<file path="src/rtl/scoreboard_pkg.sv">
// Shared definitions for the scoreboard: status encoding and the status transition rule.
package scoreboard_pkg;

    localparam int STATUS_W = 2;

    typedef enum logic [STATUS_W-1:0] {
        ST_IDLE = 2'b00,
        ST_PASS = 2'b01,
        ST_FAIL = 2'b10
    } status_e;

    // FAIL is absorbing; a match only promotes IDLE to PASS.
    function automatic status_e next_status(input status_e cur, input logic cmp, input logic mismatch);
        status_e nxt;
        nxt = cur;
        if (cur == ST_FAIL) begin
            nxt = ST_FAIL;
        end else if (cmp && mismatch) begin
            nxt = ST_FAIL;
        end else if (cmp) begin
            nxt = ST_PASS;
        end else begin
            nxt = cur;
        end
        return nxt;
    endfunction

endpackage

</file>
<file path="src/rtl/sb_fifo.sv">
// Expected-word queue for the scoreboard; head word is presented combinationally on rdata.
module sb_fifo #(
    parameter int DATAWIDTH = 32,
    parameter int DEPTH     = 8
) (
    input  logic                     clk,
    input  logic                     rst,
    input  logic                     push,
    input  logic                     pop,
    input  logic [DATAWIDTH-1:0]     wdata,
    output logic [DATAWIDTH-1:0]     rdata,
    output logic                     full,
    output logic                     empty,
    output logic [$clog2(DEPTH):0]   level
);

    localparam int AW = $clog2(DEPTH);
    localparam logic [AW:0] PTR_ONE   = {{AW{1'b0}}, 1'b1};
    localparam logic [AW:0] LVL_FULL  = (AW+1)'(DEPTH);
    localparam logic [AW:0] LVL_EMPTY = {(AW+1){1'b0}};

    logic [AW:0]          wr_q, wr_d, rd_q, rd_d;
    logic [DATAWIDTH-1:0] mem_q [DEPTH];
    logic                 do_push_s, do_pop_s;

    // Pointers carry one extra bit so their difference spans 0..DEPTH.
    assign level = wr_q - rd_q;
    assign full  = (level == LVL_FULL);
    assign empty = (level == LVL_EMPTY);
    assign rdata = mem_q[rd_q[AW-1:0]];

    // A pop frees the slot in the same cycle, so a push at full is still taken.
    always_comb begin
        do_pop_s  = pop && !empty;
        do_push_s = push && (!full || do_pop_s);
        wr_d      = wr_q;
        rd_d      = rd_q;
        if (do_push_s) begin
            wr_d = wr_q + PTR_ONE;
        end else begin
            wr_d = wr_q;
        end
        if (do_pop_s) begin
            rd_d = rd_q + PTR_ONE;
        end else begin
            rd_d = rd_q;
        end
    end

    // Pointer registers.
    always_ff @(posedge clk or negedge rst) begin
        if (!rst) begin
            wr_q <= {(AW+1){1'b0}};
            rd_q <= {(AW+1){1'b0}};
        end else begin
            wr_q <= wr_d;
            rd_q <= rd_d;
        end
    end

    // Storage array; contents are only observed while occupied, so no reset.
    always_ff @(posedge clk) begin
        if (do_push_s) begin
            mem_q[wr_q[AW-1:0]] <= wdata;
        end
    end

endmodule

</file>
<file path="src/rtl/scoreboard.sv">
// In-order scoreboard: queues expected words, compares them against measured words,
// and reports registered match/mismatch counts, status and first-failure capture.
module scoreboard
    import scoreboard_pkg::*;
#(
    parameter int DATAWIDTH = 32,
    parameter int DEPTH     = 8,
    parameter int CNTWIDTH  = 16
) (
    input  logic                     clk,
    input  logic                     rst,
    input  logic                     exp_valid,
    input  logic [DATAWIDTH-1:0]     exp_data,
    input  logic                     act_valid,
    input  logic [DATAWIDTH-1:0]     act_data,
    output logic                     err,
    output logic [STATUS_W-1:0]      status,
    output logic [CNTWIDTH-1:0]      match_cnt,
    output logic [CNTWIDTH-1:0]      err_cnt,
    output logic [DATAWIDTH-1:0]     fail_exp,
    output logic [DATAWIDTH-1:0]     fail_act,
    output logic                     ovf,
    output logic                     unf,
    output logic [$clog2(DEPTH):0]   level
);

    localparam logic [CNTWIDTH-1:0] CNT_MAX = {CNTWIDTH{1'b1}};
    localparam logic [CNTWIDTH-1:0] CNT_ONE = {{(CNTWIDTH-1){1'b0}}, 1'b1};

    logic                 full_s, empty_s, pop_s, mismatch_s;
    logic [DATAWIDTH-1:0] head_s;

    logic                 err_q, err_d;
    status_e              status_q, status_d;
    logic [CNTWIDTH-1:0]  match_cnt_q, match_cnt_d, err_cnt_q, err_cnt_d;
    logic [DATAWIDTH-1:0] fail_exp_q, fail_exp_d, fail_act_q, fail_act_d;
    logic                 ovf_q, ovf_d, unf_q, unf_d;

    sb_fifo #(
        .DATAWIDTH (DATAWIDTH),
        .DEPTH     (DEPTH)
    ) u_fifo (
        .clk   (clk),
        .rst   (rst),
        .push  (exp_valid),
        .pop   (pop_s),
        .wdata (exp_data),
        .rdata (head_s),
        .full  (full_s),
        .empty (empty_s),
        .level (level)
    );

    assign pop_s      = act_valid && !empty_s;
    assign mismatch_s = (head_s != act_data);

    // Next-state for compare results, saturating counters, sticky flags and status.
    always_comb begin
        err_d       = pop_s && mismatch_s;
        match_cnt_d = match_cnt_q;
        err_cnt_d   = err_cnt_q;
        fail_exp_d  = fail_exp_q;
        fail_act_d  = fail_act_q;
        ovf_d       = ovf_q || (exp_valid && full_s && !pop_s);
        unf_d       = unf_q || (act_valid && empty_s);
        status_d    = next_status(status_q, pop_s, mismatch_s);
        if (pop_s && !mismatch_s && (match_cnt_q != CNT_MAX)) begin
            match_cnt_d = match_cnt_q + CNT_ONE;
        end else begin
            match_cnt_d = match_cnt_q;
        end
        if (pop_s && mismatch_s && (err_cnt_q != CNT_MAX)) begin
            err_cnt_d = err_cnt_q + CNT_ONE;
        end else begin
            err_cnt_d = err_cnt_q;
        end
        // FAIL is terminal, so not-yet-FAIL marks the first mismatch since reset.
        if (pop_s && mismatch_s && (status_q != ST_FAIL)) begin
            fail_exp_d = head_s;
            fail_act_d = act_data;
        end else begin
            fail_exp_d = fail_exp_q;
            fail_act_d = fail_act_q;
        end
    end

    // Result registers and status FSM.
    always_ff @(posedge clk or negedge rst) begin
        if (!rst) begin
            err_q       <= 1'b0;
            status_q    <= ST_IDLE;
            match_cnt_q <= {CNTWIDTH{1'b0}};
            err_cnt_q   <= {CNTWIDTH{1'b0}};
            fail_exp_q  <= {DATAWIDTH{1'b0}};
            fail_act_q  <= {DATAWIDTH{1'b0}};
            ovf_q       <= 1'b0;
            unf_q       <= 1'b0;
        end else begin
            err_q       <= err_d;
            status_q    <= status_d;
            match_cnt_q <= match_cnt_d;
            err_cnt_q   <= err_cnt_d;
            fail_exp_q  <= fail_exp_d;
            fail_act_q  <= fail_act_d;
            ovf_q       <= ovf_d;
            unf_q       <= unf_d;
        end
    end

    assign err       = err_q;
    assign status    = status_q;
    assign match_cnt = match_cnt_q;
    assign err_cnt   = err_cnt_q;
    assign fail_exp  = fail_exp_q;
    assign fail_act  = fail_act_q;
    assign ovf       = ovf_q;
    assign unf       = unf_q;

endmodule

</file>
<file path="config.mk">
export PLATFORM = sky130hd
export DESIGN_NAME = scoreboard
export DESIGN_NICKNAME = d
export VERILOG_FILES = /design/src/rtl/scoreboard_pkg.sv /design/src/rtl/sb_fifo.sv /design/src/rtl/scoreboard.sv
export SDC_FILE = /design/constraint.sdc
export NUM_CORES = 1
export LEC_CHECK = 0
export CAP_MARGIN = 20
export CORE_AREA = 5 5 222 159
export DETAILED_ROUTE_END_ITERATION = 7
export DIE_AREA = 0 0 227 164
export MAX_ROUTING_LAYER = met4
export PLACE_DENSITY = 0.69
export SYNTH_ARGS = -nofsm -noshare
export SYNTH_HDL_FRONTEND = slang
export SYNTH_SLANG_ARGS = --single-unit
</file>
<file path="constraint.sdc">
create_clock -name clk -period 4.93 [get_ports clk]
set_input_delay 0.986 -clock clk [delete_from_list [all_inputs] [get_ports clk]]
set_output_delay 0.986 -clock clk [all_outputs]
set_load 0.01 [all_outputs]
</file>
==> flow_metrics.env, run 1 <==
export IMPL_grt_setup_unrepaired="false"
export IMPL_firstDrtPassIters=5
export IMPL_grt_use_total_pct=19.3
export IMPL_drive_above_1_share_pct=14.4
export IMPL_clock_skew_ns=0.0172
export IMPL_status="completed"
export IMPL_io_buffers=172
export IMPL_synthCells=853
export IMPL_gp_congestion=0.810
export IMPL_place_ws_ns=0.807
export IMPL_crit_required_ns=5.33
export IMPL_cts_sinks=365
export IMPL_design_power_total_mw=11.0
export IMPL_viasPerCell=5.38
export IMPL_ant_nets=0
export IMPL_min_delay_path_class="in -> async"
export IMPL_cts_resized=0
export IMPL_cts_root_buffer="clkbuf_16"
export IMPL_place_inst=1460
export IMPL_synth_seq_area_share_pct=71.2
export IMPL_post_cts_setup_buffers=0
export IMPL_grt_overflow=0
export IMPL_cts_hold_fix_buffers=0
export IMPL_grt_pass1_wl_um=52300
export IMPL_p_sw_share_pct=32.2
export IMPL_drcViolationCount=0
export IMPL_avgSynthCellArea_um2=17.2
export IMPL_setup_violations=0
export IMPL_antenna_found_initial=1
export IMPL_start_util_pct=44.4
export IMPL_core_area_um2=33000
export IMPL_synth_warnings=0
export IMPL_clockPowerShare_pct=25.4
export IMPL_initialDrtViolationCount=707
export IMPL_ys_ff_latch=365
export IMPL_cts_tree="built"
export IMPL_tns_ns=0
export IMPL_p_int_mw=7.44
export IMPL_cts_htree_levels=2
export IMPL_critical_path_class="reg -> reg"
export IMPL_clkTransAtPathRegs_ns=0.06
export IMPL_startpoint_type="flip-flop"
export IMPL_dieArea_um2=37200
export IMPL_syn_cell_area_um2=14600
export IMPL_num_vias=8253
export IMPL_cts_buffers=37
export IMPL_ys_types=42
export IMPL_maxSlewViolCount=0
export IMPL_worst_path_max_fanout=35
export IMPL_cts_max_path_buffers=3
export IMPL_postLayoutCoreUtil_pct=55.5
export IMPL_rows=56
export IMPL_die_h_um=164
export IMPL_fin_crit_ns=4.26
export IMPL_drv_cap=0
export IMPL_end_kind="flip-flop"
export IMPL_fin_hold_ws_ns=0.275
export IMPL_power_density_nw_per_um2=599
export IMPL_detailed_place_area_um2=17100
export IMPL_ios=173
export IMPL_design_area_um2=18300
export IMPL_final_setup_worst_slack_ns=0.671
export IMPL_tightest_slew_ns=0.992
export IMPL_p_leak_nw=6.79
export IMPL_min_period_over_period_pct=86.4
export IMPL_combPwrFrac_pct=34.6
export IMPL_crit_arrival_ns=4.66
export IMPL_hpwl_um=23300
export IMPL_stdcell_count=1533
export IMPL_max_freq_ghz=0.235
export IMPL_p_switching_mw=3.54
export IMPL_die_w_um=227
export IMPL_peakVddDrop_mv=0.369
export IMPL_slew_headroom_pct=33.9
export IMPL_drt_total_wl_um=34900
export IMPL_grt_pass1_vias=8293
export IMPL_area_delta_synth_final_pct=25.2
export IMPL_nets=1142
export IMPL_p_seq_share_pct=40.0
export IMPL_clock_latency_ns=0.53
export IMPL_syn_num_nets=929
export IMPL_hold_viol_final=0
export IMPL_grt_max_degree=74
export IMPL_wl_per_cell_um=22.8
==> power groups by stage <==
stage	registers, mW	logic (mW)	clock network [mW]
final	4.39	3.80	2.79
after global placement	4.44	3.78	0
after floorplan	4.44	1.97	0
after CTS	4.40	3.83	2.85
after detailed placement	4.46	3.82	0
after global routing	4.47	4.09	2.96
==> worst paths after layout <==
check / from / to / slack [ns] / cells after the start
hold / removal: rst / err_cnt[1] / 0.27 / 1
min in group clk: ovf / ovf / 0.46 / 1
hold reg to reg: ovf / ovf / 0.46 / 1
max in group asynchronous: rst / fail_act[3] / 3.55 / 3
setup reg to reg: u_fifo.rd_q[2] / match_cnt[1] / 0.67 / 10
setup / recovery: u_fifo.rd_q[2] / match_cnt[1] / 0.67 / 10
==> registers in the layout, summed over array words and instances, names as in the netlist <==
name          flops
err               1
err_cnt          16
fail_act         32
fail_exp         32
match_cnt        16
ovf               1
status            2
u_fifo.mem_q    256
u_fifo.rd_q       4
u_fifo.wr_q       4
unf               1
==> per-layer routing <==
layer | global-route usage, % | routed length (um) | part of all wire (%) | vias up
li1 | - | - | - | 3700
met1 | 29.1 | 16300 | 47 | 4209
met2 | 27.6 | 15300 | 44 | 307
met3 | 3.66 | 2760 | 7.9 | 37
met4 | 3.97 | 537 | 1.5 | 0
met5 | - | 0 | 0 | -
==> cells in the final DEF, fill, tap and decap left out, types with 17 or more instances in the layout <==
cell type        Yosys  final
nand2_1             60     60
mux2_1              61     61
clkbuf_16            0     39
nand3_1             25     25
mux4_2              37     37
xor2_1              42     42
xnor2_1             27     27
edfxtp_1           256    256
dfrtp_1            109    108
mux2i_1             46     46
clkdlybuf4s50_1      0    171
a221oi_1            17     17
buf_4                7     33
nor2_1              23     21
==> area by class of cell <==
cell class / count / area (um2)
fill: 2591 / 14700
sequential: 365 / 10400
multi-input combinational: 442 / 4030
timing repair buffer: 209 / 2070
clock buffer: 52 / 1080
tap: 435 / 544
clock inverter: 15 / 128
inverter: 11 / 41.3
antenna: 4 / 10.0
==> cell usage after synthesis (all sizes together) <==
cell type / count / area share, %
mux4: 37 / 5.7
nor4: 11 / 0.47
inv: 11 / 0.28
or2: 1 / 0.043
mux2: 75 / 5.8
and4: 1 / 0.060
buf: 23 / 1.2
nor3: 16 / 0.62
nand2: 60 / 1.5
o21ai: 4 / 0.14
fa: 1 / 0.14
a31o: 1 / 0.060
o22ai: 4 / 0.17
nand2b: 2 / 0.085
a22oi: 4 / 0.21
xnor2: 27 / 1.6
a221oi: 17 / 1.0
or3: 2 / 0.085
clkbuf: 12 / 0.31
nand3: 25 / 0.85
a22o: 2 / 0.12
edfxtp: 256 / 53
ha: 7 / 0.60
nor3b: 4 / 0.21
nand4: 7 / 0.30
a21o: 3 / 0.15
and3: 5 / 0.21
and2: 5 / 0.21
o31ai: 2 / 0.10
nor2: 24 / 0.63
a21oi: 2 / 0.068
mux2i: 46 / 3.1
nor2b: 4 / 0.17
xor2: 42 / 2.5
o41ai: 1 / 0.060
dfrtp: 109 / 19
==> kinds of logic (layout without fill, tap and decap cells) <==
group	count (synthesis)	after routing	synth area share, %
AOI/OAI and AO/OA	40	40	2.09
other	0	4	0
and+or+nand+nor	167	167	5.50
muxes	158	158	14.6
DFF	365	365	71.2
buffers and inverters	46	287	1.78
xor gates and xnor gates	69	69	4.13
adders and majority gates	8	8	0.735
==> worst max-delay path, cell delays in order, from the launching register on <==
cell and delay [ns]:
dfrtp_1 0.73, nor2b_1 0.27, buf_4 0.27, a221oi_1 0.84, xor2_1 0.18, nor4_1 0.43, nand4_1 0.24, nor3_4 0.22
buf_4 0.37, and2_1 0.23, mux2_2 0.34
(Power assumes the default switching activity.)
==> run 2, diff against run 1 <==
--- a/config.mk
+++ b/config.mk
@@ -13,4 +13,6 @@
 export PLACE_DENSITY = 0.69
 export SYNTH_ARGS = -nofsm -noshare
 export SYNTH_HDL_FRONTEND = slang
+export SYNTH_HIERARCHICAL = 1
 export SYNTH_SLANG_ARGS = --single-unit
+export TNS_END_PERCENT = 5
==> flow_metrics.env, run 2 <==
export IMPL_syn_num_nets=917
export IMPL_cts_tree="built"
export IMPL_drcViolationCount=0
export IMPL_gp_congestion=0.782
export IMPL_yosys_area_top_type="edfxtp_1"
export IMPL_final_cell_mix="edfxtp_1 (256), clkdlybuf4s50_1 (171), nand2_1 (117)"
export IMPL_viasPerCell=5.43
export IMPL_clock_skew_ns=0.0164
export IMPL_ys_ff_latch=365
export IMPL_ant_nets=0
export IMPL_rows=56
export IMPL_initialDrtViolationCount=660
export IMPL_avgSynthCellArea_um2=17.4
export IMPL_synthCells=841
export IMPL_synthTopCellsByArea="edfxtp_1 (53%), dfrtp_1 (19%), mux4_2 (9.9%)"
export IMPL_fin_hold_ws_ns=0.474
export IMPL_grt_setup_unrepaired="false"
export IMPL_setup_violations=0
export IMPL_synth_flop_cell="edfxtp_1"
export IMPL_fin_crit_ns=4.19
export IMPL_firstDrtPassIters=5
export IMPL_grt_use_met3_pct=3.48
export IMPL_grt_max_degree=68
export IMPL_tns_ns=0
export IMPL_synth_warnings=6
export IMPL_grt_overflow=0
export IMPL_max_stage_delay_ns=0.57
export IMPL_status="completed"
export IMPL_drv_cap=0
export IMPL_top_usage_layer="met1"
export IMPL_synth_top_cell_area_share_pct=52.6
export IMPL_maxSlewViolCount=0
export IMPL_grt_pass1_vias=8322
export IMPL_global_route_usage_met2_pct=28.0
export IMPL_clock_latency_ns=0.53
export IMPL_ios=173
export IMPL_stdcell_count=1506
export IMPL_peakVddDrop_mv=0.385
export IMPL_area_delta_synth_final_pct=24.2
export IMPL_drive_above_1_share_pct=21.0
export IMPL_cts_max_path_buffers=3
export IMPL_cts_buffers=36
export IMPL_final_common_cell="edfxtp_1"
export IMPL_clkTransAtPathRegs_ns=0.06
export IMPL_min_period_over_period_pct=85.0
export IMPL_cts_hold_fix_buffers=0
export IMPL_postSynth_asyncResetShare_pct=29.9
export IMPL_crit_arrival_ns=4.59
export IMPL_max_freq_ghz=0.239
export IMPL_synth_edf_count=256
export IMPL_detailed_place_area_um2=17000
export IMPL_slew_headroom_pct=32.6
export IMPL_grt_pass1_wl_um=51800
export IMPL_antenna_found_initial=4
export IMPL_nets=1115
export IMPL_hold_viol_final=0
export IMPL_cts_resized=0
export IMPL_crit_family="simple AND/OR/NAND/NOR gates"
export IMPL_dieArea_um2=37200
export IMPL_synth_most_common_cell="edfxtp_1"
export IMPL_critical_path_class="reg -> reg"
export IMPL_start_util_pct=44.3
export IMPL_power_density_nw_per_um2=592
export IMPL_crit_chain="buf_12, mux4_2, nand2_1, nand2_1, xnor2_1, nand4_1, nor4_2, nand3_2, buf_4, nand3_4, buf_4, mux2_2"
export IMPL_drt_total_wl_um=34100
export IMPL_place_inst=1436
export IMPL_ys_types=40
export IMPL_num_vias=8178
export IMPL_rrSetupSlack_ns=0.74
export IMPL_synth_seq_area_share_pct=71.3
export IMPL_crit_required_ns=5.33
export IMPL_syn_cell_area_um2=14600
export IMPL_wl_per_cell_um=22.7
export IMPL_design_power_total_mw=10.7
export IMPL_worst_path_max_fanout=67
export IMPL_largest_reg_flops=256
export IMPL_min_delay_path_class="reg -> reg"
export IMPL_cp_buffers_inverters=3
export IMPL_post_cts_setup_buffers=0
export IMPL_cts_sinks=365
export IMPL_io_buffers=172
export IMPL_synth_commonest_cells="edfxtp_1 (256), nand2_1 (117), dfrtp_1 (109), mux2_2 (71), mux4_2 (64)"
export IMPL_crit_slowest_cell="mux4_2"
export IMPL_core_area_um2=33000
export IMPL_cts_htree_levels=2
export IMPL_die_w_um=227
export IMPL_use_met1_pct=28.4
export IMPL_grt_use_total_pct=19.1
export IMPL_end_kind="flip-flop"
export IMPL_die_h_um=164
export IMPL_cts_root_buffer="clkbuf_16"
export IMPL_hpwl_um=21800
export IMPL_startpoint_type="flip-flop"
export IMPL_design_area_um2=18200
export IMPL_p_leak_nw=6.63
export IMPL_tightest_slew_ns=1.00
-- run 2: changes by cell type in the layout (fill, tap and decap cells not counted), sizes merged, moves of 12 or more --
cell,previous run,this run
nand2,60,117
mux2i,46,0
mux4,37,64
xor2,42,22
a221oi,17,0
buf,38,22
xnor2,27,43
nor2,24,12
-- run 2: power by group --
group	leakage [nW]	total (mW)	switching (mW)	internal, mW
Combinational	2.37	3.77	1.93	1.83
Sequential	3.70	4.32	0.329	3.99
Clock	0.562	2.66	1.13	1.53
Total	6.63	10.7	3.39	7.36
-- run 2: metrics by stage --
stage | worst slack, ns | utilization (%)
floorplan | -0.851 | -
global placement | 0.796 | 51.6
detailed placement | 0.733 | 51.6
CTS | 0.709 | 55.0
global route | 0.488 | 55.0
finish | 0.742 | 55.0
-- run 2: area by class of cell --
| type | instances | area (um2) |
|---|---|---|
| antenna | 4 | 10.0 |
| clock buffer | 49 | 1000 |
| clock inverter | 17 | 135 |
| fill | 2576 | 14800 |
| inverter | 11 | 41.3 |
| multi-input combinational | 432 | 4080 |
| sequential | 365 | 10400 |
| tap | 435 | 544 |
| timing repair buffer | 193 | 1930 |
-- run 2: final timing paths --
kind | to | depth (start not counted) | startpoint
max | fail_exp[4] | 12 | u_fifo/rd_q[0]
min in group asynchronous | fail_act[20] | 1 | rst
min | ovf | 1 | ovf
max reg2reg | fail_exp[4] | 12 | u_fifo/rd_q[0]
max in group asynchronous | u_fifo/rd_q[0] | 2 | rst
min reg2reg | ovf | 1 | ovf
-- run 2: kinds of logic (layout without fill, tap and decap cells) --
kind of cell,after synthesis,count (layout),share of synthesized area (%)
xor+xnor,65,65,3.89
simple gates,211,211,6.75
compound gates,11,11,0.582
flops,365,365,71.3
buf+inv,44,270,1.27
other cells,0,4,0
fa+ha+maj,8,8,0.736
mux,137,137,15.5
-- run 2: layer usage --
metal,share of wire [%],up-vias
met4,1.4,0
met2,46,329
met3,8.1,43
met1,45,4195
met5,0,-
li1,-,3611
==> run 3, diff against run 2 <==
==> constraint.sdc (replaced) <==
create_clock -name clk -period 3.7 [get_ports clk]
set_input_delay 0.74 -clock clk [delete_from_list [all_inputs] [get_ports clk]]
set_output_delay 0.74 -clock clk [all_outputs]
set_load 0.01 [all_outputs]
==> flow_metrics.env, run 3 (synthesized netlist as in run 2, its figures left out) <==
export IMPL_wl_met3_um=2780
export IMPL_cts_hold_fix_buffers=0
export IMPL_p_leak_nw=6.82
export IMPL_clock_latency_ns=0.52
export IMPL_min_period_over_period_pct=97.4
export IMPL_peakVddDrop_mv=0.435
export IMPL_highest_layer="met4"
export IMPL_maxSlewViolCount=0
export IMPL_cts_sinks=365
export IMPL_detailed_place_area_um2=17300
export IMPL_cts_buffers=35
export IMPL_place_inst=1448
export IMPL_setup_violations=0
export IMPL_drive_above_1_share_pct=24.0
export IMPL_start_util_pct=44.3
export IMPL_gp_congestion=0.785
export IMPL_design_power_total_mw=14.9
export IMPL_routed_wl_met2_um=15700
export IMPL_initialDrtViolationCount=722
export IMPL_die_h_um=164
export IMPL_wl_per_cell_um=22.8
export IMPL_tightest_slew_ns=1.07
export IMPL_core_area_um2=33000
export IMPL_dieArea_um2=37200
export IMPL_end_kind="flip-flop"
export IMPL_tns_ns=0
export IMPL_antenna_found_initial=0
export IMPL_wl_met1_um=15300
export IMPL_firstDrtPassIters=5
export IMPL_area_delta_synth_final_pct=27.3
export IMPL_crit_reg2reg_launch="u_fifo/rd_q[0]"
export IMPL_critical_path_class="reg -> reg"
export IMPL_num_vias=8246
export IMPL_clock_skew_ns=0.0156
export IMPL_viasPerCell=5.45
export IMPL_ios=173
export IMPL_clkTransAtPathRegs_ns=0.06
export IMPL_hpwl_um=22200
export IMPL_rows=56
export IMPL_status="completed"
export IMPL_cts_htree_levels=2
export IMPL_cts_max_path_buffers=3
export IMPL_grt_pass1_vias=8354
export IMPL_power_density_nw_per_um2=802
export IMPL_place_ws_ns=0.00753
export IMPL_io_buffers=172
export IMPL_startpoint_type="flip-flop"
export IMPL_multiInputGateArea_um2=4190
export IMPL_grt_overflow=0
export IMPL_cts_tree="built"
export IMPL_final_common_cell="edfxtp_1"
export IMPL_register_area_um2=10400
export IMPL_crit_required_ns=4.09
export IMPL_n_fill_cell=2594
export IMPL_drt_total_wl_um=34500
export IMPL_final_cell_mix="edfxtp_1 (256), clkdlybuf4s50_1 (171), nand2_1 (117)"
export IMPL_crit_start="u_fifo/rd_q[0]"
export IMPL_fin_crit_ns=3.60
export IMPL_worst_path_max_fanout=13
export IMPL_die_w_um=227
export IMPL_grt_use_total_pct=19.0
export IMPL_drv_cap=0
export IMPL_hold_viol_final=0
export IMPL_grt_max_degree=73
export IMPL_stdcell_count=1514
export IMPL_ant_nets=0
export IMPL_largest_reg_flops=256
export IMPL_final_setup_worst_slack_ns=0.0952
export IMPL_min_delay_path_class="in -> async"
export IMPL_crit_arrival_ns=3.99
export IMPL_cts_root_buffer="clkbuf_16"
export IMPL_slew_headroom_pct=28.7
export IMPL_drcViolationCount=0
export IMPL_max_freq_ghz=0.277
export IMPL_nets=1128
export IMPL_design_area_um2=18600
export IMPL_grt_pass1_wl_um=51900
==> run 3: cell count changes in the layout (fill, tap and decap cells not counted), sizes merged <==
cell,previous run,this run
buf,22,35
bufinv,2,4
clkbuf,49,46
diode,4,1
inv,13,12
==> run 3: area by class of cell <==
type	instances	share of cell area, %
inverters	11	0.249
clock inverters	18	1.10
clock buffers	45	5.35
multi-input cells	432	22.5
repair buffers	207	11.9
diodes	1	0.0134
well taps	435	2.92
flip-flops and latches	365	56.0
==> run 3: worst max-delay path, stage by stage (launching register included) <==
cell and delay [ns]:
dfrtp_4 0.54, buf_12 0.14, clkbuf_16 0.19, mux4_2 0.50
nand2_1 0.08, nand2_1 0.08, xnor2_1 0.24, nand4_1 0.22
nor4_4 0.38, nand3_2 0.18, or4_1 0.56, mux2_1 0.35
==> run 3: through the flow <==
stage / hold slack [ns] / utilization, %
floorplan: 0.444 / -
global placement: 0.440 / 52.5
detailed placement: 0.465 / 52.5
CTS: 0.189 / 56.1
global route: 0.219 / 56.4
finish: 0.183 / 56.4
==> run 3: metal layers <==
layer  GRT usage, %  vias to the layer above
met5              -                        -
li1               -                     3635
met4           3.99                        0
met1           27.6                     4237
met2           28.3                      329
met3           4.13                       45
==> run 3: final timing paths <==
kind	depth (start not counted)	to	slack [ns]
worst max-delay path	11	match_cnt[12]	0.1
worst min-delay path	1	err_cnt[3]	0.18
worst max register to register	11	match_cnt[12]	0.1
worst min register to register	1	unf	0.47
max in group asynchronous	2	fail_act[14]	2.69
min in group clk	1	unf	0.47
==> run 3: what timing repair did <==
action | in CTS | in global routing
gates cloned | 0 | 1
pin swaps | 0 | 1
setup buffers | 0 | 1
resized for setup | 1 | 4
endpoints found under the setup margin | 1 | 63
==> run 3: power breakdown <==
group | switching (mW) | internal, mW | total (mW)
Combinational | 2.75 | 2.74 | 5.48
Clock | 1.51 | 2.19 | 3.70
Sequential | 0.423 | 5.31 | 5.74
